<file path="src/rtl/common_pkg.sv">
// Shared constants for the board-input conditioning blocks: default debounce
// interval, counter width and channel layout of the input bundle.
package common_pkg;

  localparam int DEBOUNCE_CNT_DEFAULT = 50000;
  localparam int DEBOUNCE_CNT_W       = 16;

  typedef logic [DEBOUNCE_CNT_W-1:0] debounce_cnt_t;

  // Channel map: bit 0/1 are the pushbuttons, bits 2..11 the slide switches.
  localparam int CH_B0     = 0;
  localparam int CH_B1     = 1;
  localparam int CH_SW_LSB = 2;
  localparam int SW_W      = 10;
  localparam int N_CH      = CH_SW_LSB + SW_W;

endpackage

</file>
<file path="src/rtl/big_core_debounce_ch.sv">
// One debounce channel: 2-flop synchronizer, saturating stability counter and
// registered stable level. update is high in the cycle the level is reloaded.
module big_core_debounce_ch
  import common_pkg::*;
#(
  parameter int DEBOUNCE_CNT = DEBOUNCE_CNT_DEFAULT
) (
  input  logic clk,
  input  logic rst_n,
  input  logic raw,
  output logic level,
  output logic update
);

  localparam debounce_cnt_t CNT_MAX = debounce_cnt_t'(DEBOUNCE_CNT - 1);

  logic          sync_1;
  logic          sync_2;
  debounce_cnt_t cnt;
  logic          differs;

  assign differs = (sync_2 != level);
  // The count never passes CNT_MAX: reaching it with the bit still different
  // commits the new level and restarts the counter.
  assign update  = differs && (cnt == CNT_MAX);

  always_ff @(posedge clk or negedge rst_n) begin
    if (!rst_n) begin
      sync_1 <= 1'b0;
      sync_2 <= 1'b0;
      cnt    <= '0;
      level  <= 1'b0;
    end else begin
      sync_1 <= raw;
      sync_2 <= sync_1;
      if (!differs) begin
        cnt <= '0;
      end else if (update) begin
        level <= sync_2;
        cnt   <= '0;
      end else begin
        cnt <= cnt + 1'b1;
      end
    end
  end

endmodule

</file>
<file path="src/rtl/big_core_fpga_in_debounce.sv">
// Debounces the two board pushbuttons and ten slide switches and generates
// press / switch-change pulses. Define BIG_CORE_BUTTON_ACTIVE_LOW_EN for active-low keys.
module big_core_fpga_in_debounce
  import common_pkg::*;
#(
  parameter int DEBOUNCE_CNT = DEBOUNCE_CNT_DEFAULT
) (
  input  logic            Clk,
  input  logic            Rst_N,
  input  logic            Button_0_raw,
  input  logic            Button_1_raw,
  input  logic [SW_W-1:0] Switch_raw,
  output logic            Button_0,
  output logic            Button_1,
  output logic [SW_W-1:0] Switch,
  output logic            Button_0_press,
  output logic            Button_1_press,
  output logic            Switch_chg
);

  logic [N_CH-1:0] raw_in;
  logic [N_CH-1:0] level;
  logic [N_CH-1:0] update;

`ifdef BIG_CORE_BUTTON_ACTIVE_LOW_EN
  assign raw_in = {Switch_raw, ~Button_1_raw, ~Button_0_raw};
`else
  assign raw_in = {Switch_raw, Button_1_raw, Button_0_raw};
`endif

  for (genvar i = 0; i < N_CH; i++) begin : g_ch
    big_core_debounce_ch #(
      .DEBOUNCE_CNT(DEBOUNCE_CNT)
    ) u_ch (
      .clk   (Clk),
      .rst_n (Rst_N),
      .raw   (raw_in[i]),
      .level (level[i]),
      .update(update[i])
    );
  end

  assign Button_0 = level[CH_B0];
  assign Button_1 = level[CH_B1];
  assign Switch   = level[CH_SW_LSB +: SW_W];

  // A reload always flips the level, so a reload from 0 is a rising edge;
  // registering it lines the pulse up with the first cycle the level reads 1.
  always_ff @(posedge Clk or negedge Rst_N) begin
    if (!Rst_N) begin
      Button_0_press <= 1'b0;
      Button_1_press <= 1'b0;
      Switch_chg     <= 1'b0;
    end else begin
      Button_0_press <= update[CH_B0] & ~level[CH_B0];
      Button_1_press <= update[CH_B1] & ~level[CH_B1];
      Switch_chg     <= |update[CH_SW_LSB +: SW_W];
    end
  end

endmodule

</file>
<file path="config.mk">
export PLATFORM = sky130hd
export DESIGN_NAME = big_core_fpga_in_debounce
export DESIGN_NICKNAME = d
export VERILOG_FILES = /design/src/rtl/common_pkg.sv /design/src/rtl/big_core_debounce_ch.sv /design/src/rtl/big_core_fpga_in_debounce.sv
export SDC_FILE = /design/constraint.sdc
export NUM_CORES = 1
export LEC_CHECK = 0
export CAP_MARGIN = 25
export CORE_AREA = 3 3 161 163
export CTS_CLUSTER_DIAMETER = 100
export DETAILED_ROUTE_END_ITERATION = 16
export DIE_AREA = 0 0 164 166
export DONT_BUFFER_PORTS = 1
export HOLD_SLACK_MARGIN = 0.12
export SLEW_MARGIN = 10
export SYNTH_ARGS = -nofsm -noshare
export SYNTH_HDL_FRONTEND = slang
export SYNTH_SLANG_ARGS = --single-unit
</file>
<file path="constraint.sdc">
create_clock -name Clk -period 1.9 [get_ports Clk]
set_input_delay 0.19 -clock Clk [delete_from_list [all_inputs] [get_ports Clk]]
set_output_delay 0.19 -clock Clk [all_outputs]
set_load 0.01 [all_outputs]
</file>
# == Yosys cells after proc, flatten, opt, wreduce, memory -nomap -nowiden ==
# Cells that the tools add are included.
# word_totals
ff_bits,231
latchBits,0
ram_bits,0
mem_bits_ro,0
inputBits,14
output_inout_bits,15
elab_cells,140
mem_count,0
# classes
addsub,12
n_mul,0
n_div,0
order_cmp,0
eq_ne,24
shifts,0
n_mux,24
n_bitwise,4
reduce_logical,25
# ops
operator,count
$mux 16,24
$add 16x1->16 const B,12
$eq 16x16->1 const B,12
$reduce_and 2->1,12
$logic_and 1x1->1,12
$ne 1x1->1,12
$reduce_or 10->1,1
$and 1x1->1,2
$not 1->1,2

# == Longest topological paths before layout ==
# logic_depth
depth_word,4
mapped_depth,9
depth_no_buf,6

# == Cells and area by module ==
# Synthesis repeated with hierarchy kept, for this count alone.
# hier_totals
hier_cells,1005
area_unflattened_um2,10844.2
# modules_own_cells
mod,n_inst,cells_per_inst,area_per_inst_um2,seq_area_each_um2
big_core_debounce_ch,12,83,894.6,475.5
big_core_fpga_in_debounce,1,9,108.9,75.1

# == Worst setup path after synthesis ==
# OpenSTA, ideal clock, no wires.
# synth_path
path_kind,reg2reg
start,reg g_ch[4].u_ch.cnt[0]
end,reg g_ch[4].u_ch.cnt[11]
setup_time_ps,119
arrival_time_ps,1862
required_ps,1781
path_slack_ps,-81
stages_incl_launch_ff,9
path_buffers,2
period_less_slack_ps,1981
cell_sequence,dfrtp_1 > ha_1 > nand3_1 > or4_1 > nor4_2 > or2_1 > buf_6 > buf_12 > nor2_1
# synth_between
elab_chain_cells,4
elab_cells_between_ends,5
cone_classes,1 x add/sub; 1 x eq/ne; 2 x mux; 1 x reduce/logical
# synth_rtl
element,line_no,rtl
from (decl),big_core_debounce_ch.sv:19,debounce_cnt_t cnt;
from (signal assigned),big_core_debounce_ch.sv:42,cnt <= cnt + 1'b1;
"parallel branches: the longest is 2 deep, another holds $add 16x1->16",-,
$mux 16 (*),big_core_debounce_ch.sv:38,end else if (update) begin
$mux 16 (*),big_core_debounce_ch.sv:36,if (!differs) begin
# Every way passes the cells marked *.
# A chain may end at the register's enable or synchronous reset.

# == Worst setup path in the final report ==
# layout_path
start,reg g_ch[4].u_ch.cnt[6]
end,reg g_ch[4].u_ch.cnt[6]
# The elaborated chain is that of the path after synthesis.

==> key figures <==
Run status
  – Outcome: finished with violations
  – Failing checks: negative hold slack

Yosys
  – Warnings from Yosys: 0
  – Cells after Synth: 1024
  – Unique masters post-synth: 35
  – Seq/Total Area, Yosys: 55.04%
  – Cell area after synthesis: 10500 um2
  – Top flip-flop cell by instance count after synthesis: dfrtp_1
  – Number of synthesized register bits: 231
  – Syn_nets: 1050
  – Synth async-reset ratio: 100.0%
  – Number of enable-type register cells in the synthesized netlist: 0
  – Syn_area_per_cell: 10.26 um2

GRT
  – Total global-route track usage: 13.76%
  – Vias in the first global route: 7025
  – Pin count of the biggest net entering global routing: 232
  – Global-route wire length before repair: 32340 um
  – Number of antenna violations at the first check in global routing: 0
  – Sum of overflow across all layers after global routing: 0

Critical path
  – Slowest-stage cell, CP: or4_4
  – Startpoint Class: flop
  – CP delay by family, top: simple AND/OR/NAND/NOR gates
  – R2R setup slack: 0.02 ns
  – WP buf/inv: 1
  – Kind of end point of the critical path: flop
  – Worst-path maximum fanout: 8
  – Maximum single-stage delay on the critical path: 0.50 ns
  – Critical path, cell by cell: or2b_1 > or4_4 > nor4_4 > or2_4 > buf_8 > nor2_2
  – Arrival time reported for the critical path endpoint: 2.28 ns
  – Data required time at the worst endpoint: 2.31 ns
  – Type of the worst setup path: reg2reg

Clock tree
  – CTS clock-pin slew for the worst setup and hold paths: 0.06 ns
  – Level count of the clock H-tree: 1
  – CTS tree: yes
  – Num CTS Buffers: 25
  – Clock latency of the later-clocked register in the worst-skew pair: 0.52 ns
  – Hold Buf Count CTS: 12
  – CTS root buf: clkbuf_16
  – Clk sink count: 231
  – CTS max path bufs: 3

Placed design
  – Routability Congestion: 0.7472
  – Post-detail-place hpwl: 11500 um
  – Input/output buffers: 0
  – Dpl cells: 1344

Hold path
  – Hold crit path type: in2async

Drt
  – Violation count after the first detailed-route iteration: 301
  – Routed Wire Length: 18190 um
  – Vias/cell: 4.923
  – Remaining DRCs: 0
  – Drt wl/cell: 12.92 um
  – Count of nets left with antenna violations after detail routing: 0
  – Count of vias placed by the detailed router: 6931
  – TritonRoute pass-1 iters: 5

Layout
  – Fraction of layout instances using a drive strength above 1: 12.08%
  – Synthesis-to-layout area growth: 15.73%
  – Non-filler instance count after layout: 1408
  – Most frequent cells in the layout: dfrtp_1 (231), nor2_1 (214), xnor2_1 (95)
  – Net total in the final layout: 1092
  – Leading cell type in the layout, fill and taps excluded: dfrtp_1
  – Number of diodes: 0

Power
  – P_leak: 5.365 nW
  – Maximum vdd drop: 0.7441 mV
  – Power density over the cells: 842.0 nW/um2
  – Total power after layout: 10.23 mW

Timing
  – Unrepaired setup endpoints after global routing: true
  – Worst clock skew: 0.01310 ns
  – Slew at the pin closest to its max-slew limit: 0.5069 ns
  – Summed negative setup slack over all endpoints: 0 ns
  – Minimum clock period: 1.876 ns
  – Final Hold Viols: 231
  – Post-route fraction of the period consumed by the critical path: 98.75%
  – Slew margin rel.: 65.95%
  – Number of pins exceeding their max-slew limit in the final report: 0
  – Achievable Freq: 533.0 MHz
  – Final setup violation count: 0
  – Hold slack final: -0.6364 ns

Floorplanning
  – Core area: 24460 um2
  – Area of the die: 27220 um2
  – Vertical die dimension: 166 um
  – Number of top-level pins: 29
  – Starting utilization of the core area: 42.93%
  – Site row count: 57
  – Die width: 164 um

Flow run
  – Reported max-cap violation count: 0
==> state kept, by name, indices dropped and copies added, names as in the netlist <==
| signal | count |
|---|---|
| Switch_chg | 1 |
| g_ch.u_ch.sync_2 | 12 |
| Button_1_press | 1 |
| g_ch.u_ch.cnt | 192 |
| Button_0_press | 1 |
| g_ch.u_ch.sync_1 | 12 |
| g_ch.u_ch.level | 12 |
==> path summary, 6_finish.rpt <==
check	from	end	cells after the start
setup / recovery	g_ch[4].u_ch.cnt[6]$_DFF_PN0_	g_ch[4].u_ch.cnt[6]$_DFF_PN0_	6
hold / removal	Rst_N	g_ch[7].u_ch.cnt[15]$_DFF_PN0_	0
setup reg to reg	g_ch[4].u_ch.cnt[6]$_DFF_PN0_	g_ch[4].u_ch.cnt[6]$_DFF_PN0_	6
hold reg to reg	g_ch[10].u_ch.sync_1$_DFF_PN0_	g_ch[10].u_ch.sync_2$_DFF_PN0_	0
max in group asynchronous	Rst_N	g_ch[0].u_ch.sync_2$_DFF_PN0_	0
min in group Clk	Switch_raw[3]	g_ch[5].u_ch.sync_1$_DFF_PN0_	1
==> per-layer routing <==
layer,global-route usage [%],share of wire (%)
met5,0,0
met4,4.119,2.8
met3,2.719,4.1
met2,22.18,45
met1,18.85,48
==> cell usage after synthesis, types with 2 or more instances <==
| cell | n | share of area, % |
|---|---|---|
| dfrtp_1 | 231 | 55 |
| nor2_1 | 228 | 8.1 |
| xnor2_1 | 95 | 7.9 |
| xor2_1 | 85 | 7.1 |
| nand3_1 | 71 | 3.4 |
| and3_1 | 49 | 2.9 |
| nand2_1 | 45 | 1.6 |
| nand4_1 | 34 | 2.0 |
| inv_1 | 25 | 0.89 |
| clkbuf_1 | 20 | 0.71 |
| nor3_1 | 19 | 0.91 |
| nor4_1 | 17 | 1.0 |
| buf_4 | 12 | 0.86 |
| ha_1 | 12 | 1.4 |
| and4_1 | 11 | 0.92 |
| mux2_2 | 10 | 1.1 |
| nor4b_1 | 8 | 0.67 |
| or2_2 | 8 | 0.48 |
| or3_1 | 8 | 0.48 |
| and2_1 | 7 | 0.42 |
| buf_2 | 6 | 0.29 |
| clkbuf_2 | 3 | 0.14 |
| nand2b_1 | 3 | 0.18 |
| or4_1 | 3 | 0.21 |
| a21oi_1 | 2 | 0.095 |
| buf_6 | 2 | 0.21 |
| o21ai_0 | 2 | 0.095 |
==> cell families (layout without fill, tap and decap cells) <==
kind of cell,after synthesis,after routing,synth area share (%)
simple gates,517,518,23.89
flops,231,231,55.04
mux,10,10,1.072
compound gates,5,5,0.2621
xor+xnor,180,180,15.01
fa+ha+maj,12,12,1.430
buf+inv,69,128,3.300
==> where the power goes <==
part	switching, mW	internal, mW	total [mW]
registers	0.0626	5.01	5.07
clock network	1.90	3.00	4.89
logic	0.141	0.128	0.269
total	2.10	8.13	10.2
==> per-stage QoR <==
stage               instance area, um2  worst slack (ns)  hold slack [ns]  utilization (%)
floorplan                        10510          0.008622          -0.1056                -
global placement                 10970          -0.09416         -0.09471            44.86
detailed placement               10970          -0.08258         -0.09683            44.86
CTS                              12020         -0.008693          -0.6622            49.14
global route                     12150          -0.03653          -0.6675            49.69
finish                           12150           0.02366          -0.6364            49.69
==> worst register-to-register path, stage by stage (launching register included) <==
cell and delay, ns:
dfrtp_1 0.38, or2b_1 0.25, or4_4 0.50, nor4_4 0.22, or2_4 0.20, buf_8 0.16, nor2_2 0.05
==> cell type report <==
class / instances / area [um2]
Sequential cell: 231 / 5781
Clock buffer: 37 / 750.7
Fill cell: 2231 / 12310
Multi-Input combinational cell: 725 / 4534
Tap cell: 324 / 405.4
Timing Repair Buffer: 58 / 493.0
Clock inverter: 8 / 96.34
Inverter: 25 / 93.84
==> timing repair <==
item / in CTS / in global routing
pin swaps: 9 / 14
setup endpoints to repair: 26 / 93
hold endpoints to repair: 243 / 231
setup buffers: 4 / 2
gates cloned: 0 / 1
resized for setup: 13 / 30
Note: power is estimated with default switching activity, not from simulation.
